`config.mk`:
```
export PLATFORM = sky130hd
export DESIGN_NAME = compare_serial
export DESIGN_NICKNAME = d
export VERILOG_FILES = /design/src/rtl/compare_pkg.sv /design/src/rtl/compare_digit.sv /design/src/rtl/compare_serial.sv
export SDC_FILE = /design/constraint.sdc
export NUM_CORES = 1
export LEC_CHECK = 0
export ABC_AREA = 0
export CAP_MARGIN = 20
export CORE_ASPECT_RATIO = 2
export CORE_MARGIN = 4
export CORE_UTILIZATION = 55
export CTS_BUF_LIST = sky130_fd_sc_hd__clkbuf_8
export CTS_CLUSTER_DIAMETER = 40
export DETAILED_ROUTE_END_ITERATION = 7
export GPL_TIMING_DRIVEN = 0
export PLACE_DENSITY = 0.87
export SKIP_LAST_GASP = 1
export SLEW_MARGIN = 20
export SYNTH_ARGS = -nofsm -noshare
export SYNTH_HDL_FRONTEND = slang
export SYNTH_SLANG_ARGS = --single-unit
```
`constraint.sdc`:
```
create_clock -name clk -period 4 [get_ports clk]
set_input_delay 1.2 -clock clk [delete_from_list [all_inputs] [get_ports clk]]
set_output_delay 1.2 -clock clk [all_outputs]
set_load 0.01 [all_outputs]
```
`src/rtl/compare_pkg.sv`:
```
// Shared types and sizing helpers for the serial magnitude comparator.
package compare_pkg;

   typedef enum logic {
      IDLE = 1'b0,
      RUN  = 1'b1
   } state_t;

   function automatic int calc_nstep(input int width, input int digit);
      return width / digit;
   endfunction

   function automatic int calc_idx_w(input int nstep);
      return (nstep > 1) ? $clog2(nstep) : 1;
   endfunction

endpackage

```
`src/rtl/compare_digit.sv`:
```
// Unsigned lt/eq/gt of two DIGIT-bit values; purely combinational, no flow control.
module compare_digit #(
   parameter int DIGIT = 2
) (
   input  logic [DIGIT-1:0] a,
   input  logic [DIGIT-1:0] b,
   output logic             lt,
   output logic             eq,
   output logic             gt
);

   assign lt = (a <  b);
   assign eq = (a == b);
   assign gt = (a >  b);

endmodule

```
`src/rtl/compare_serial.sv`:
```
// Serial MSB-first magnitude compare, DIGIT bits/cycle; done 1..WIDTH/DIGIT cycles after start.
// No backpressure: start is taken only in IDLE (incl. the done cycle), ignored while busy.
module compare_serial
   import compare_pkg::*;
#(
   parameter int WIDTH = 16,
   parameter int DIGIT = 2
) (
   input  logic             clk,
   input  logic             rst_n,
   input  logic             start,
   input  logic [WIDTH-1:0] a,
   input  logic [WIDTH-1:0] b,
   input  logic             signed_mode,
   output logic             busy,
   output logic             done,
   output logic             lt,
   output logic             eq,
   output logic             gt
);

   localparam int NSTEP = calc_nstep(WIDTH, DIGIT);
   localparam int IW    = calc_idx_w(NSTEP);
   localparam logic [IW-1:0] IDX_LAST = IW'(NSTEP - 1);

   state_t           state_q, state_d;
   logic [WIDTH-1:0] a_q, a_d, b_q, b_d;
   logic [IW-1:0]    idx_q, idx_d;
   logic             done_q, done_d;
   logic             lt_q, lt_d, eq_q, eq_d, gt_q, gt_d;
   logic [WIDTH-1:0] sign_flip;
   logic             dig_lt, dig_eq, dig_gt;

   // Inverting both MSBs maps two's complement onto offset binary.
   assign sign_flip = {signed_mode, {(WIDTH-1){1'b0}}};

   // Operands shift left each step, so the current digit always sits at the top.
   compare_digit #(.DIGIT(DIGIT)) u_digit (
      .a  (a_q[WIDTH-1 -: DIGIT]),
      .b  (b_q[WIDTH-1 -: DIGIT]),
      .lt (dig_lt),
      .eq (dig_eq),
      .gt (dig_gt)
   );

   always_ff @(posedge clk or negedge rst_n) begin
      if (!rst_n) begin
         state_q <= IDLE;
         a_q     <= '0;
         b_q     <= '0;
         idx_q   <= '0;
         done_q  <= 1'b0;
         lt_q    <= 1'b0;
         eq_q    <= 1'b0;
         gt_q    <= 1'b0;
      end else begin
         state_q <= state_d;
         a_q     <= a_d;
         b_q     <= b_d;
         idx_q   <= idx_d;
         done_q  <= done_d;
         lt_q    <= lt_d;
         eq_q    <= eq_d;
         gt_q    <= gt_d;
      end
   end

   always_comb begin
      state_d = state_q;
      a_d     = a_q;
      b_d     = b_q;
      idx_d   = idx_q;
      done_d  = 1'b0;
      lt_d    = lt_q;
      eq_d    = eq_q;
      gt_d    = gt_q;
      case (state_q)
         IDLE: begin
            if (start) begin
               a_d     = a ^ sign_flip;
               b_d     = b ^ sign_flip;
               idx_d   = IDX_LAST;
               lt_d    = 1'b0;
               eq_d    = 1'b0;
               gt_d    = 1'b0;
               state_d = RUN;
            end
         end
         RUN: begin
            if (!dig_eq) begin
               lt_d    = dig_lt;
               gt_d    = dig_gt;
               eq_d    = 1'b0;
               done_d  = 1'b1;
               state_d = IDLE;
            end else if (idx_q == '0) begin
               lt_d    = 1'b0;
               gt_d    = 1'b0;
               eq_d    = 1'b1;
               done_d  = 1'b1;
               state_d = IDLE;
            end else begin
               idx_d = idx_q - IW'(1);
               a_d   = a_q << DIGIT;
               b_d   = b_q << DIGIT;
            end
         end
         default: state_d = IDLE;
      endcase
   end

   assign busy = (state_q == RUN);
   assign done = done_q;
   assign lt   = lt_q;
   assign eq   = eq_q;
   assign gt   = gt_q;

endmodule

```
# Word level (Yosys, flattened, before mapping)
# Index checks and enable logic that the tools add are counted.
# W data, S select, Z words.
[word_totals]
reg_bits = 40
in_bits = 36
wordCells = 50
[op_classes]
n_addsub = 1
n_lt_le_gt_ge = 2
eq_ne = 5
n_mux = 28
n_bitwise = 3
reduce_logical = 3
[op_table]
columns = ["op", "n"]
rows = [
  ["$mux W16", 6],
  ["$pmux W16 S2", 2],
  ["$xor A16 B16 Y16", 2],
  ["$mux W1", 12],
  ["$mux W3", 3],
  ["$pmux W1 S2", 4],
  ["$pmux W3 S2", 1],
  ["$ne A2 B2 Y1 const B", 2],
  ["$logic_not A3 Y1", 1],
  ["$ne A3 B2 Y1 const B", 1],
  ["$reduce_and A3 Y1", 1],
  ["$sub A3 B1 Y3 const B", 1],
  ["$eq A2 B2 Y1", 1],
  ["$gt A2 B2 Y1", 1],
  ["$lt A2 B2 Y1", 1],
  ["$ne A2 B1 Y1 const B", 1],
  ["$reduce_and A2 Y1", 1],
  ["$not A1 Y1", 1],
]

# Longest topological paths before layout
# Gate-level depths: netlist of the first run.
[depth]
word_depth = 4
depth_mapped = 8
depth_no_buf = 6

# Cells and area by module
# A second synthesis of the first run with hierarchy kept.
[unflattened]
cells_unflattened = 161
hier_area_um2 = 2130.8
[modules_own_cells]
columns = ["mod", "n_inst", "cells_each", "area_each_um2"]
rows = [
  ["compare_serial", 1, 152, 2068.2],
  ["compare_digit", 1, 9, 62.6],
]

# Worst setup path before layout of the first run
# No wires, ideal clock.
[synth_timing]
path_kind = "input port to flip-flop"
from = "input start"
to = "register a_q[10]"
arrival_time_ns = 2.061
required_ns = 3.877
setup_slack_ns = 1.816
path_stages = 5
cell_sequence = "and2b_1 a31oi_4 inv_4 buf_6 o221a_1"
[synth_via]
elab_chain_len = 2
[synth_rtl]
columns = ["item", "line", "source"]
rows = [
  ["from (decl)", "compare_serial.sv:11", "input logic start,"],
  ["$ne A2 B2 Y1 (no source line)", "n/a", ""],
  ["$reduce_and A3 Y1 (no source line)", "n/a", ""],
  ["to (signal assigned)", "compare_serial.sv:49", "a_q <= '0;"],
  ["to (signal assigned)", "compare_serial.sv:58", "a_q <= a_d;"],
  ["to (decl)", "compare_serial.sv:27", "logic [WIDTH-1:0] a_q, a_d, b_q, b_d;"],
]
# No other way between the ends.
# A chain may end at the register's enable or synchronous reset.

# Worst setup path in the final report of the first run
[layout_timing]
from = "input start"
to = "register a_q[7]"
# The elaborated chain is that of the path after synthesis.

==> impl_results.md, run 1 <==
- DR pass1 iterations: 4
- Final Net Count: between 200 and 250
- IO buf count: 40
- Max clock buf depth: 2
- Share of layout cells above drive strength 1: 0.131
- Critical path startpoint: start
- Max-slew violations: 0
- Site row count: 29
- First-pass GRT wire length: around 7000 µm
- Power per cell area: ~730 mW/mm²
- DPL Wire Length: 3300 µm
- Run status: complete, no violations
- Wirelength per Cell: 18.0 µm
- Clock root buffer: clkbuf_8
- Worst path bufs/invs: 3
- Mapped Nets: between 150 and 200
- Synth-to-layout area growth: 28.7%
- CTS Hold Bufs: 0
- Antenna Violating Nets Remaining: 0
- Syn Inst Count: between 150 and 200
- Sequential-to-total area share from yosys stat: 0.530
- Commonest non-fill, non-tap cells in the layout: dfrtp_1, clkdlybuf4s50_1, nand2b_1, o221a_1, inv_1
- Core area: 0.00323 mm²
- FMAX: roughly 0.37 GHz
- Global route overflow: 0
- Most common cell after layout, fill and taps aside: dfrtp_1
- Post-CTS setup buffer count: 0
- Hold Violations, Final: 0
- Fraction of the mapped netlist area in simple logic gates: 0.150
- Tcrit/Tclk final: 0.675
- Setup TNS: 0 ps
- Sinks on Clock Net: 40
- Post-Synth Adder-Cell Area: 0.0265
- VDD IR-drop max: between 0.0005 and 0.0006 V
- Inst Count DP: roughly 230
- Synth Area in Compound Gates: 0.230
- Setup Skew: 11.3 ps
- All-Layer GR Usage: 0.207
- Mux cell area share after synthesis: 0
- Critical path's slowest cell: clkdlybuf4s50_1
- Synth cell types: 34
- Delay-heaviest family, CP: buffers and inverters
- Die Y: 90.9 µm
- Worst-skew pair later-pin latency: approximately 300 ps
- R2r startpoint: a_q[14]
- CP arrival: approximately 2900 ps
- Final critical-path required period: between 2000 and 3000 ps
- Num CTS Buffers: 5
- Detailed-route DRC error count: 0
- Non-Filler Instances: roughly 240
- H-tree depth: 2
- Syn Area/Cell: about 12 µm²
- Post-CTS resize count: 0
- Worst hold path type: flop to flop
- Vias in the first global route: 1556
- Worst slew pin tran: about 640 ps
- CP endpoint kind: flop
- Die width: just under 50 µm
- Unrepaired setup endpoints after global routing: false
- Slew HR: 0.571
- I/O pins: 41
- Worst-path clk slew: 80 ps
- Post-Syn Area: about 0.0019 mm²
- Die area: between 0.004 and 0.005 mm²
- ANT cells: 0
- Post-synthesis xor/xnor area fraction: 0.00927
- Pin count of the biggest net entering global routing: 29
- Synthesis-stage register bit count: 40
- Dominant combinational cell family by area after synthesis: compound AO/OA/AOI/OAI gates
- Max Cap Viol: 0
- Pwr Total: ~1.8 mW
- Initial antenna violation count: 0
- Crit path cell chain: clkdlybuf4s50_1, and2b_1, buf_4, clkbuf_1, nand2b_1, o221a_1
- RePlAce Congestion: between 0.7 and 0.8
- Hold Crit Start: b_q[1]
- DRT iter0 DRCs: 27
- Routed vias/inst: around 6.1
- Maximum fanout along the worst path: 10
- Warnings, synthesis: 0
- Startpoint Class: primary input
- Initial Util: 0.585
- Total Wirelength: approximately 4300 µm
- Setup violators final: 0
- CP peak stage delay: ~590 ps
- Pleak: between 1 and 1.5 nW
- Critical path class: primary input to flop
- Setup ws final: 1300 ps
- Total number of vias: approximately 1400
- CTS tree: built
- Pre-CTS setup slack: 996 ps
- Crit path required time: about 4200 ps
## worst reg2reg max path, cell delays in order (launching register included)
cell and delay (ps):
dfrtp_1 370, inv_1 110, ha_1 280, and2_4 170, buf_6 120, a31oi_4 340
inv_4 100, buf_6 160, o221a_1 230
## cells by family (layout without fill, tap and decap cells)
logic type | Yosys count | count (layout)
xor+xnor | 2 | 2
flops | 40 | 40
fa+ha+maj | 4 | 4
buf+inv | 18 | 67
simple gates | 49 | 49
compound gates | 44 | 44
## power breakdown
part	internal, mW	total, mW	switching (mW)	leakage [nW]
combinational	0.410	0.799	0.389	0.504
clock	0.122	0.265	0.144	0.0479
sequential	0.595	0.707	0.113	0.456
total	1.13	1.77	0.645	1.01
## synth_stat cells
cell type / count / area, µm²
nand2b_2: 1 / 8.76
or4_1: 1 / 7.51
a32oi_1: 1 / 8.76
nand3_1: 3 / 15.0
nor4_1: 1 / 6.26
o221a_1: 19 / 214
and2_1: 1 / 6.26
nand2b_1: 25 / 156
a221o_1: 2 / 20.0
nor2b_1: 1 / 6.26
nor3_1: 2 / 10.0
o21ai_0: 4 / 20.0
and2_4: 1 / 8.76
buf_4: 1 / 7.51
a31oi_1: 1 / 6.26
nand2_1: 4 / 15.0
a31oi_4: 1 / 21.3
a211o_1: 1 / 8.76
o211ai_1: 3 / 22.5
buf_6: 3 / 33.8
ha_1: 4 / 50.1
o221a_2: 5 / 56.3
inv_4: 1 / 6.26
nor2_1: 6 / 22.5
xnor2_1: 2 / 17.5
a21oi_1: 1 / 5.00
inv_1: 8 / 30.0
buf_2: 4 / 20.0
or3_1: 1 / 6.26
and2b_1: 2 / 15.0
a221oi_1: 2 / 17.5
a22o_1: 4 / 35.0
clkbuf_1: 1 / 3.75
dfrtp_1: 40 / 1000
## layer usage
layer	GRT usage	wire, µm	up-vias
met5	0	0	-
met4	0.0878	125	0
met3	0.0413	146	11
met2	0.386	2400	33
met1	0.217	1590	716
li1	-	-	681
## stage by stage
stage	hold slack (ps)	utilization	area, µm²
2_1_floorplan	467	-	1890
3_3_place_gp	487	0.721	2330
3_5_place_dp	487	0.726	2340
4_1_cts	515	0.753	2430
5_1_grt	528	0.753	2430
6_report	511	0.753	2430
## worst paths after layout
path | endpoint | slack, ps | cells after the start
min reg2reg | b_q[1] | 510 | 1
max | a_q[7] | 1300 | 6
max in group asynchronous | a_q[0] | 2770 | 2
max reg2reg | a_q[7] | 2010 | 8
min | b_q[1] | 510 | 1
min in group asynchronous | a_q[5] | 790 | 1
## registers in the layout (all words and copies together) (netlist names)
| register | flops |
|---|---|
| idx_q | 3 |
| done | 1 |
| busy | 1 |
| a_q | 16 |
| b_q | 16 |
| gt | 1 |
| eq | 1 |
| lt | 1 |
## area by class of cell
type	count	area, µm²
inverter	9	36.3
clock inverter	3	18.8
fill	220	798
clock buffer	5	68.8
sequential	40	1000
timing repair buffer	41	415
buffer	9	65.1
tap	31	38.8
multi-input combinational	99	787
(Power assumes the default switching activity.)
==> run 2, diff against run 1 <==
--- a/config.mk
+++ b/config.mk
@@ -9,12 +9,12 @@
 export CAP_MARGIN = 20
 export CORE_ASPECT_RATIO = 2
 export CORE_MARGIN = 4
-export CORE_UTILIZATION = 55
+export CORE_UTILIZATION = 47
 export CTS_BUF_LIST = sky130_fd_sc_hd__clkbuf_8
 export CTS_CLUSTER_DIAMETER = 40
 export DETAILED_ROUTE_END_ITERATION = 7
 export GPL_TIMING_DRIVEN = 0
-export PLACE_DENSITY = 0.87
+export PLACE_DENSITY = 0.79
 export SKIP_LAST_GASP = 1
 export SLEW_MARGIN = 20
 export SYNTH_ARGS = -nofsm -noshare
==> constraint.sdc (replaced) <==
create_clock -name clk -period 2.4 [get_ports clk]
set_input_delay 0.72 -clock clk [delete_from_list [all_inputs] [get_ports clk]]
set_output_delay 0.72 -clock clk [all_outputs]
set_load 0.01 [all_outputs]
==> impl_results.md, run 2 (synthesized netlist as in run 1, its figures left out) <==
- Run status: complete, no violations
- Met3 routed WL: roughly 160 µm
- Power per cell area: about 1200 mW/mm²
- Die area: about 0.0052 mm²
- Initial Util: 0.486
- Tcrit/Tclk final: 0.919
- Max clock buf depth: 2
- DR pass1 iterations: 4
- Setup TNS: 0 ps
- CP peak stage delay: approximately 570 ps
- Global route overflow: 0
- Clock root buffer: clkbuf_8
- Pleak: 1.02 nW
- FMAX: between 0.4 and 0.5 GHz
- All-Layer GR Usage: 0.185
- VDD IR-drop max: roughly 0.00077 V
- I/O pins: 41
- Worst-path clk slew: approximately 80 ps
- Synth-to-layout area growth: 31.1%
- Antenna Violating Nets Remaining: 0
- Setup violators final: 0
- Multi-input gate area: slightly below 800 µm²
- Metal2 WL: 2370 µm
- Unrepaired setup endpoints after global routing: false
- CP endpoint kind: flop
- Crit path cell chain: clkdlybuf4s50_1, and2b_1, buf_4, clkbuf_1, nand2b_1, o221a_1
- Setup ws final: between 150 and 200 ps
- Post-CTS resize count: 0
- First-pass GRT wire length: 7130 µm
- Site row count: 32
- DRT iter0 DRCs: 23
- Worst hold path type: primary input to asynchronous set/reset pin
- Core area: slightly below 0.004 mm²
- CP arrival: approximately 2400 ps
- Maximum fanout along the worst path: 10
- Final Net Count: about 250
- Num CTS Buffers: 5
- Setup Skew: between 8 and 9 ps
- H-tree depth: 2
- Detailed-route DRC error count: 0
- Wire length on met1: 1630 µm
- Die Y: just under 100 µm
- Slew HR: 0.593
- Post-CTS setup buffer count: 0
- Sinks on Clock Net: 40
- Layout filler cell count: roughly 330
- Share of layout cells above drive strength 1: 0.126
- Largest registers: a_q x16, b_q x16, idx_q x3
- RePlAce Congestion: roughly 0.74
- DPL Wire Length: between 3000 and 4000 µm
- Die width: 52.8 µm
- Critical path class: primary input to flop
- Max-slew violations: 0
- Routed vias/inst: roughly 5.6
- Register area: 0.00100 mm²
- Startpoint Class: primary input
- Crit path required time: 2580 ps
- Worst-skew pair later-pin latency: approximately 290 ps
- Most common cell after layout, fill and taps aside: dfrtp_1
- Pre-CTS setup slack: -115 ps
- Max Used Layer: met4
- Hold Violations, Final: 0
- Post-layout util: 0.638
- Wirelength per Cell: ~16 µm
- Worst slew pin tran: slightly above 600 ps
- Final critical-path required period: 2210 ps
- ANT cells: 0
- Max Cap Viol: 0
- Pin count of the biggest net entering global routing: 27
- CTS Hold Bufs: 0
- Total Wirelength: 4230 µm
- Fin Hold WS: between 300 and 400 ps
- IO buf count: 40
- Vias in the first global route: 1565
- Total number of vias: between 1000 and 1500
- Initial antenna violation count: 0
- Critical path's slowest cell: clkdlybuf4s50_1
- CTS tree: built
- Commonest non-fill, non-tap cells in the layout: dfrtp_1, clkdlybuf4s50_1, nand2b_1, o221a_1, inv_1
==> run 2: changes by cell type in the layout (fill, tap and decap cells not counted) <==
cell	change
clkinv_2	-1
inv_1	+1
bufinv_16	+1
clkinv_4	-1
==> run 2: cell type report <==
cell class / count / area share
Sequential cell: 40 / 0.404
Multi-Input combinational cell: 99 / 0.318
Timing Repair Buffer: 41 / 0.168
Clock buffer: 5 / 0.0278
Buffer: 9 / 0.0263
Tap cell: 51 / 0.0258
Clock inverter: 3 / 0.0157
Inverter: 9 / 0.0147
==> run 2: path summary, 6_finish.rpt <==
check	startpoint	endpoint	slack, ps	cells after the start
max	start	a_q[8]	190	6
min	rst_n	idx_q[2]	340	1
max reg2reg	a_q[14]	b_q[6]	380	8
min reg2reg	a_q[13]	a_q[15]	520	1
max in group asynchronous	rst_n	b_q[0]	1590	2
min in group clk	a_q[13]	a_q[15]	520	1
==> run 2: per-layer routing <==
layer  track usage  up-vias
met5             0        -
met4        0.0669        0
met3        0.0384        8
met2         0.330       35
met1         0.206      708
li1              -      680
==> run 2: worst max-delay path, delay by kind of cell <==
| kind | cells | cell delay [ps] |
|---|---|---|
| AND/OR/NAND/NOR | 2 | 360 |
| AO/OA/AOI/OAI | 1 | 150 |
| buffers and inverters | 3 | 1160 |
==> run 2: power breakdown <==
group	switching [mW]	total [mW]	internal [mW]	leakage, nW
Clock	0.232	0.537	0.304	0.0593
Sequential	0.185	1.18	0.991	0.456
Combinational	0.641	1.32	0.682	0.504
==> run 2: stage by stage <==
step | power (mW) | cells | cell area, µm²
finish | 3.04 | 257 | 2480
global route | 3.25 | 257 | 2480
CTS | 3.05 | 257 | 2480
detailed placement | 2.51 | 249 | 2370
global placement | 2.43 | 248 | 2350
floorplan | 2.11 | 157 | 1890
